--- config.mk ---
export PLATFORM = sky130hd
export DESIGN_NAME = fetch_stage
export DESIGN_NICKNAME = d
export VERILOG_FILES = /design/src/rtl/fetch_stage_pkg.sv /design/src/rtl/fetch_stage_branch_target_calc.sv /design/src/rtl/fetch_stage.sv
export SDC_FILE = /design/constraint.sdc
export NUM_CORES = 1
export LEC_CHECK = 0
export ABC_AREA = 1
export BUFFER_PORTS_ARGS = -buffer_cell sky130_fd_sc_hd__buf_2
export CORE_AREA = 2 2 208 210
export CTS_CLUSTER_SIZE = 24
export DETAILED_ROUTE_END_ITERATION = 6
export DIE_AREA = 0 0 210 212
export GPL_TIMING_DRIVEN = 0
export SLEW_MARGIN = 10
export SYNTH_ARGS = -nofsm -noshare
export SYNTH_HDL_FRONTEND = slang
export SYNTH_SLANG_ARGS = --single-unit
--- constraint.sdc ---
create_clock -name clk -period 10.8 [get_ports clk]
set_clock_uncertainty 0.2 [all_clocks]
set_input_delay 1.62 -clock clk [delete_from_list [all_inputs] [get_ports clk]]
set_output_delay 1.62 -clock clk [all_outputs]
set_load 0.02 [all_outputs]
--- src/rtl/fetch_stage_pkg.sv ---
// Shared definitions for the instruction-fetch stage.
//   fs_state_e    : fetch controller states (FETCH / HOLD / DRAIN)
//   DEF_RESET_PC  : default PC loaded on reset
//   DEF_NOP_INST  : default bubble instruction (sll $0,$0,0)
//   pc_plus4()    : sequential PC increment, wraps mod 2^32
package fetch_stage_pkg;

  typedef enum logic [1:0] {
    FS_FETCH = 2'd0,
    FS_HOLD  = 2'd1,
    FS_DRAIN = 2'd2
  } fs_state_e;

  localparam logic [31:0] DEF_RESET_PC = 32'h0000_0000;
  localparam logic [31:0] DEF_NOP_INST = 32'h0000_0000;

  function automatic logic [31:0] pc_plus4(input logic [31:0] pc);
    return pc + 32'd4;
  endfunction

endpackage

--- src/rtl/fetch_stage_branch_target_calc.sv ---
// Branch target adder: target = PC+4 of the branch + (sign-extended
// 16-bit word offset << 2), modulo 2^32. Purely combinational so EX can
// reuse it for jump/branch debug.
//   br_pc4_i   in  32  PC+4 of the branch instruction
//   br_imm16_i in  16  branch offset field (words, signed)
//   target_o   out 32  resolved branch target byte address
module branch_target_calc (
  input  logic [31:0] br_pc4_i,
  input  logic [15:0] br_imm16_i,
  output logic [31:0] target_o
);

  logic signed [31:0] off_s;

  assign off_s    = {{14{br_imm16_i[15]}}, br_imm16_i, 2'b00};
  assign target_o = br_pc4_i + $unsigned(off_s);

endmodule

--- src/rtl/fetch_stage.sv ---
// Instruction-fetch stage of the 5-stage MIPS pipeline. Owns the PC,
// drives a req/ack instruction-memory port and loads the IF/ID register.
// All state changes on the falling clock edge, like the other pipeline
// registers; reset is asynchronous and active-high.
//   clk, rst            clock (negedge active) / async reset
//   stall_if            hazard unit: hold IF/ID, do not consume a new instr
//   branch_taken        EX: branch resolved taken this cycle
//   br_pc4, br_imm16    EX: branch PC+4 and offset field
//   imem_req/imem_addr  fetch request and word-aligned byte address
//   imem_ack/imem_rdata memory response (data valid with ack)
//   ifid_inst/pc4/valid IF/ID register (valid=0 marks a bubble)
module fetch_stage
  import fetch_stage_pkg::*;
#(
  parameter logic [31:0] RESET_PC = DEF_RESET_PC,
  parameter logic [31:0] NOP_INST = DEF_NOP_INST
) (
  input  logic        clk,
  input  logic        rst,
  input  logic        stall_if,
  input  logic        branch_taken,
  input  logic [31:0] br_pc4,
  input  logic [15:0] br_imm16,
  output logic        imem_req,
  output logic [31:0] imem_addr,
  input  logic        imem_ack,
  input  logic [31:0] imem_rdata,
  output logic [31:0] ifid_inst,
  output logic [31:0] ifid_pc4,
  output logic        ifid_valid
);

  fs_state_e   state_q, state_d;
  logic [31:0] pc_q, pc_d;
  logic [31:0] redirect_q, redirect_d;
  logic [31:0] hold_buf_q, hold_buf_d;
  logic [31:0] hold_pc4_q, hold_pc4_d;
  logic [31:0] ifid_inst_q, ifid_inst_d;
  logic [31:0] ifid_pc4_q, ifid_pc4_d;
  logic        ifid_valid_q, ifid_valid_d;

  logic [31:0] target;
  logic [31:0] pc4;

  branch_target_calc u_btc (
    .br_pc4_i   (br_pc4),
    .br_imm16_i (br_imm16),
    .target_o   (target)
  );

  assign pc4 = pc_plus4(pc_q);

  // In DRAIN the address stays on the old PC until the outstanding request
  // completes; the redirect target waits in redirect_q.
  assign imem_req   = ((state_q == FS_FETCH) || (state_q == FS_DRAIN)) && !rst;
  assign imem_addr  = pc_q;
  assign ifid_inst  = ifid_inst_q;
  assign ifid_pc4   = ifid_pc4_q;
  assign ifid_valid = ifid_valid_q;

  // Next-state logic: branch_taken outranks stall_if in every state.
  always_comb begin
    state_d      = state_q;
    pc_d         = pc_q;
    redirect_d   = redirect_q;
    hold_buf_d   = hold_buf_q;
    hold_pc4_d   = hold_pc4_q;
    ifid_inst_d  = ifid_inst_q;
    ifid_pc4_d   = ifid_pc4_q;
    ifid_valid_d = ifid_valid_q;

    case (state_q)
      FS_FETCH: begin
        if (branch_taken) begin
          ifid_inst_d  = NOP_INST;
          ifid_valid_d = 1'b0;
          if (imem_ack) begin
            // Wrong-path instruction arrived with the redirect: drop it.
            pc_d = target;
          end else begin
            redirect_d = target;
            state_d    = FS_DRAIN;
          end
        end else if (imem_ack) begin
          pc_d = pc4;
          if (stall_if) begin
            // ID is busy: park the fetched word so it is not lost.
            hold_buf_d = imem_rdata;
            hold_pc4_d = pc4;
            state_d    = FS_HOLD;
          end else begin
            ifid_inst_d  = imem_rdata;
            ifid_pc4_d   = pc4;
            ifid_valid_d = 1'b1;
          end
        end else if (!stall_if) begin
          // ID consumed its instruction and nothing new arrived.
          ifid_inst_d  = NOP_INST;
          ifid_valid_d = 1'b0;
        end
      end

      FS_HOLD: begin
        if (branch_taken) begin
          pc_d         = target;
          ifid_inst_d  = NOP_INST;
          ifid_valid_d = 1'b0;
          state_d      = FS_FETCH;
        end else if (!stall_if) begin
          ifid_inst_d  = hold_buf_q;
          ifid_pc4_d   = hold_pc4_q;
          ifid_valid_d = 1'b1;
          state_d      = FS_FETCH;
        end
      end

      FS_DRAIN: begin
        ifid_inst_d  = NOP_INST;
        ifid_valid_d = 1'b0;
        if (branch_taken) begin
          redirect_d = target;
        end
        if (imem_ack) begin
          // A redirect on the same edge as the ack is the latest one.
          pc_d    = branch_taken ? target : redirect_q;
          state_d = FS_FETCH;
        end
      end

      default: begin
        state_d = FS_FETCH;
      end
    endcase
  end

  // State register: falling edge, asynchronous reset.
  always_ff @(negedge clk or posedge rst) begin
    if (rst) begin
      state_q      <= FS_FETCH;
      pc_q         <= RESET_PC;
      redirect_q   <= 32'h0;
      hold_buf_q   <= 32'h0;
      hold_pc4_q   <= 32'h0;
      ifid_inst_q  <= NOP_INST;
      ifid_pc4_q   <= 32'h0;
      ifid_valid_q <= 1'b0;
    end else begin
      state_q      <= state_d;
      pc_q         <= pc_d;
      redirect_q   <= redirect_d;
      hold_buf_q   <= hold_buf_d;
      hold_pc4_q   <= hold_pc4_d;
      ifid_inst_q  <= ifid_inst_d;
      ifid_pc4_q   <= ifid_pc4_d;
      ifid_valid_q <= ifid_valid_d;
    end
  end

endmodule

==> impl_metrics.py <==
metrics = {
    "run_status": {
        "status": "finished, final reports clean",
    },
    "logic_synthesis": {
        "syn_inst": 1842,
        "ys_seq_area_share_pct": 38.8,
        "yosysTopAreaCell": "dfrtn_1",
        "synth.area.top_cells": "dfrtn_1 39%, nand2_1 19%, nand3_1 7.2%",
        "yosysWarnings": 0,
        "syn_area_sq_um": 12600,
        "synth-seq-cells": 195,
        "syn_nets": 1962,
        "synth_commonest_cells": "626 x nand2_1, 195 x dfrtn_1, 181 x nand3_1, 164 x nor2_1, 161 x inv_1",
        "synthFlopType": "dfrtn_1",
        "synth_most_common_cell": "nand2_1",
        "yosysTopAreaCellShare_pct": 38.8,
        "async_flop_share_pct": 100,
        "syn_avg_cell_area_sq_um": 6.83,
        "synth_cell_types": 51,
        "synth_edf_count": 0,
    },
    "setup_path": {
        "slowest_delay_ps": 460,
        "startpoint": "state_q[0]$_DFFE_NP0P_",
        "cp.arrival_ps": 7350,
        "crit_cells": 6,
        "criticalPathCategory": "register to primary output",
        "slowest_stage": "dfrtn_1",
        "cp.required_ps": 8980,
        "worst_path_dominant_cell_family": "buffers and inverters",
        "crit-reg2reg-launch": "state_q[1]$_DFFE_NP0P_",
        "end_kind": "primary output",
        "worstRegToRegCells": 12,
        "path_max_fanout": 6,
        "worst_path_most_repeated_cell": "nor2_1",
        "reg2reg_slack_ps": 7830,
        "crit_path_start_kind": "register",
        "cp.buffers_inverters": 3,
        "path_cells": "inv_1 > ha_1 > clkbuf_1 > nor2_1 > nor2_1 > buf_2",
    },
    "power_and_ir_drop": {
        "pwr-share-clk_pct": 14.8,
        "seq_power_share_pct": 34.5,
        "power.leakage_nw": 7.67,
        "pwr-share-comb_pct": 50.7,
        "p_per_area_nw_per_um2": 273,
        "netSwitchingFraction_pct": 49.5,
        "ir_drop_mv": 0.141,
        "finalPower_mw": 4.06,
        "netSwitchingPower_mw": 2.01,
        "internal-power_mw": 2.05,
    },
    "routing": {
        "routed_wirelength_um": 45300,
        "met1_length_um": 20400,
        "ant_nets": 0,
        "first_iter_violations": 1089,
        "via_per_inst": 4.96,
        "wl_met3_um": 2800,
        "first_pass_iters": 5,
        "vias": 12940,
        "drc_errors": 0,
        "wl_per_cell_um": 17.3,
        "met2_length_um": 20700,
        "dr.max_layer_used": "met4",
    },
    "cts": {
        "cts-resized-gates": 0,
        "cts_tree": "built",
        "clock_latency_ps": 430,
        "cts_max_level": 4,
        "cts_root_buf": "clkbuf_16",
        "path_clk_slew_ps": 50,
        "postCtsSetupBuffers": 0,
        "clock_path_buffers": 2,
        "cts_sinks": 195,
        "hold_buffers": 0,
        "cts_buffers": 17,
    },
    "grt": {
        "grt_pass1_wl_um": 69700,
        "grt_max_degree": 37,
        "grt_antenna_before_repair": 3,
        "grt_overflow": 0,
        "grt_pass1_vias": 12123,
        "grt_util_all_layers_pct": 20.4,
    },
    "place": {
        "dp_cells": 2576,
        "placed_area_sq_um": 14300,
        "gp_congestion": 0.916,
        "port_buffers": 181,
        "hpwl_um": 35800,
    },
    "die": {
        "core_sq_um": 42500,
        "die_h_um": 212,
        "num_io_pins": 183,
        "rows": 76,
        "die_w_um": 210,
        "die_area_sq_um": 44500,
        "start_util_pct": 29.6,
    },
    "run": {
        "drv_cap": 0,
    },
    "worst_hold_path": {
        "hp-start": "hold_buf_q[31]$_DFFE_NP0P_",
        "whs_path_depth": 2,
        "hp-class": "register to register",
    },
    "timing": {
        "finalSetupViolCount": 0,
        "finalHoldViolations": 0,
        "relSlewSlack_pct": 49.0,
        "worstMarginPinSlew_ps": 759,
        "rsz0062_at_grt": "no",
        "slew_violations": 0,
    },
    "final_layout": {
        "nets": 2169,
        "stdcell_count": 2611,
        "drive_gt1_share_pct": 14.6,
        "syn2layout_area_growth_pct": 18.1,
        "fin_area_sq_um": 14900,
    },
}
[metrics by stage]
| stage | utilization (%) | setup TNS [ps] | setup slack [ps] | hold slack, ps |
|---|---|---|---|---|
| 5_1_grt | 35.0 | 0 | 1450 | 236 |
| 3_5_place_dp | 33.7 | 0 | 1280 | 219 |
| 3_3_place_gp | 33.4 | -27590 | -169 | 215 |
| 4_1_cts | 35.0 | 0 | 1620 | 221 |
| 6_report | 35.0 | 0 | 1630 | 215 |
| 2_1_floorplan | - | 0 | 1190 | 203 |
[routing by layer]
layer | GRT usage, % | vias to the layer above
li1 | - | 6365
met1 | 27.8 | 6030
met2 | 32.5 | 475
met3 | 3.00 | 70
met4 | 8.12 | 0
met5 | 0 | -
[worst paths after layout]
path	endpoint
setup / recovery	imem_req
hold / removal	hold_buf_q[31]$_DFFE_NP0P_
setup reg to reg	imem_addr[14]$_DFFE_NP0P_
hold reg to reg	hold_buf_q[31]$_DFFE_NP0P_
max in group asynchronous	hold_pc4_q[21]$_DFFE_NP0P_
min in group asynchronous	ifid_inst[5]$_DFFE_NP0P_
[cell type report]
class,count,area (sq um)
inverters,173,653
plain buffers,87,375
well taps,546,683
clock buffers,21,450
diodes,3,7.51
clock inverters,11,81.3
fillers,4624,27600
multi-input cells,1387,6680
flip-flops and latches,195,4880
repair buffers,188,1050
[cell usage in the layout, fill, tap and decap left out, types with 4 or more instances in the layout]
cell type   synthesis  routed
o21a_1              7       7
inv_2              12      12
inv_1             161     160
nand3_2             4       4
nand2_2             6       6
nand2_1           626     626
a31oi_1            42      42
clkbuf_1           53      56
a21boi_0            4       4
or2_1               4       4
nor2_2             10      10
nand3_1           181     181
nand4_1            10      10
nor3_2              4       4
buf_2              30     211
o21ai_1            27      27
a21boi_1            5       5
a21oi_1            94      94
xnor2_1             5       5
dfrtn_1           195     195
nor3_1             12      12
nor2_1            164     164
o21ai_0            91      91
xor2_1             21      21
and2_1              4       4
clkbuf_16           0      17
buf_12              0       6
clkinvlp_4          0       4
ha_1               34      34
[sequential cells by signal, summed over array words and instances (netlist names)]
signal,cells
state_q,2
imem_addr,32
ifid_pc4,32
ifid_valid,1
redirect_q,32
hold_buf_q,32
ifid_inst,32
hold_pc4_q,32
[logic make-up (layout without fill, tap and decap cells)]
logic type | Yosys count | in the layout | synth area share, %
AOI/OAI and AO/OA | 287 | 287 | 12.7
DFF | 195 | 195 | 38.8
adders and majority gates | 35 | 35 | 3.54
other | 0 | 3 | 0
and+or+nand+nor | 1034 | 1034 | 34.4
xor gates and xnor gates | 31 | 31 | 2.46
buffers and inverters | 260 | 480 | 8.14
[worst reg2reg max path, cell delays in order, from the launching register on]
cell and delay, ps:
dfrtn_1 510, inv_1 110, ha_1 180, buf_2 220, inv_2 220, nor2_1 60
nor3_1 270, inv_2 80, nor2_4 210, buf_2 360, nand3_1 120, nor2_1 210
nor2_1 80
[power groups by stage]
stage	combinational (mW)	sequential (mW)	clock, mW
final	2.06	1.40	0.600
after global routing	2.28	1.44	0.635
after CTS	2.05	1.39	0.607
after detailed placement	2.04	1.40	0
after global placement	2.02	1.39	0
after floorplan	1.14	1.53	0
No activity file was read; power rests on OpenSTA's default activity.
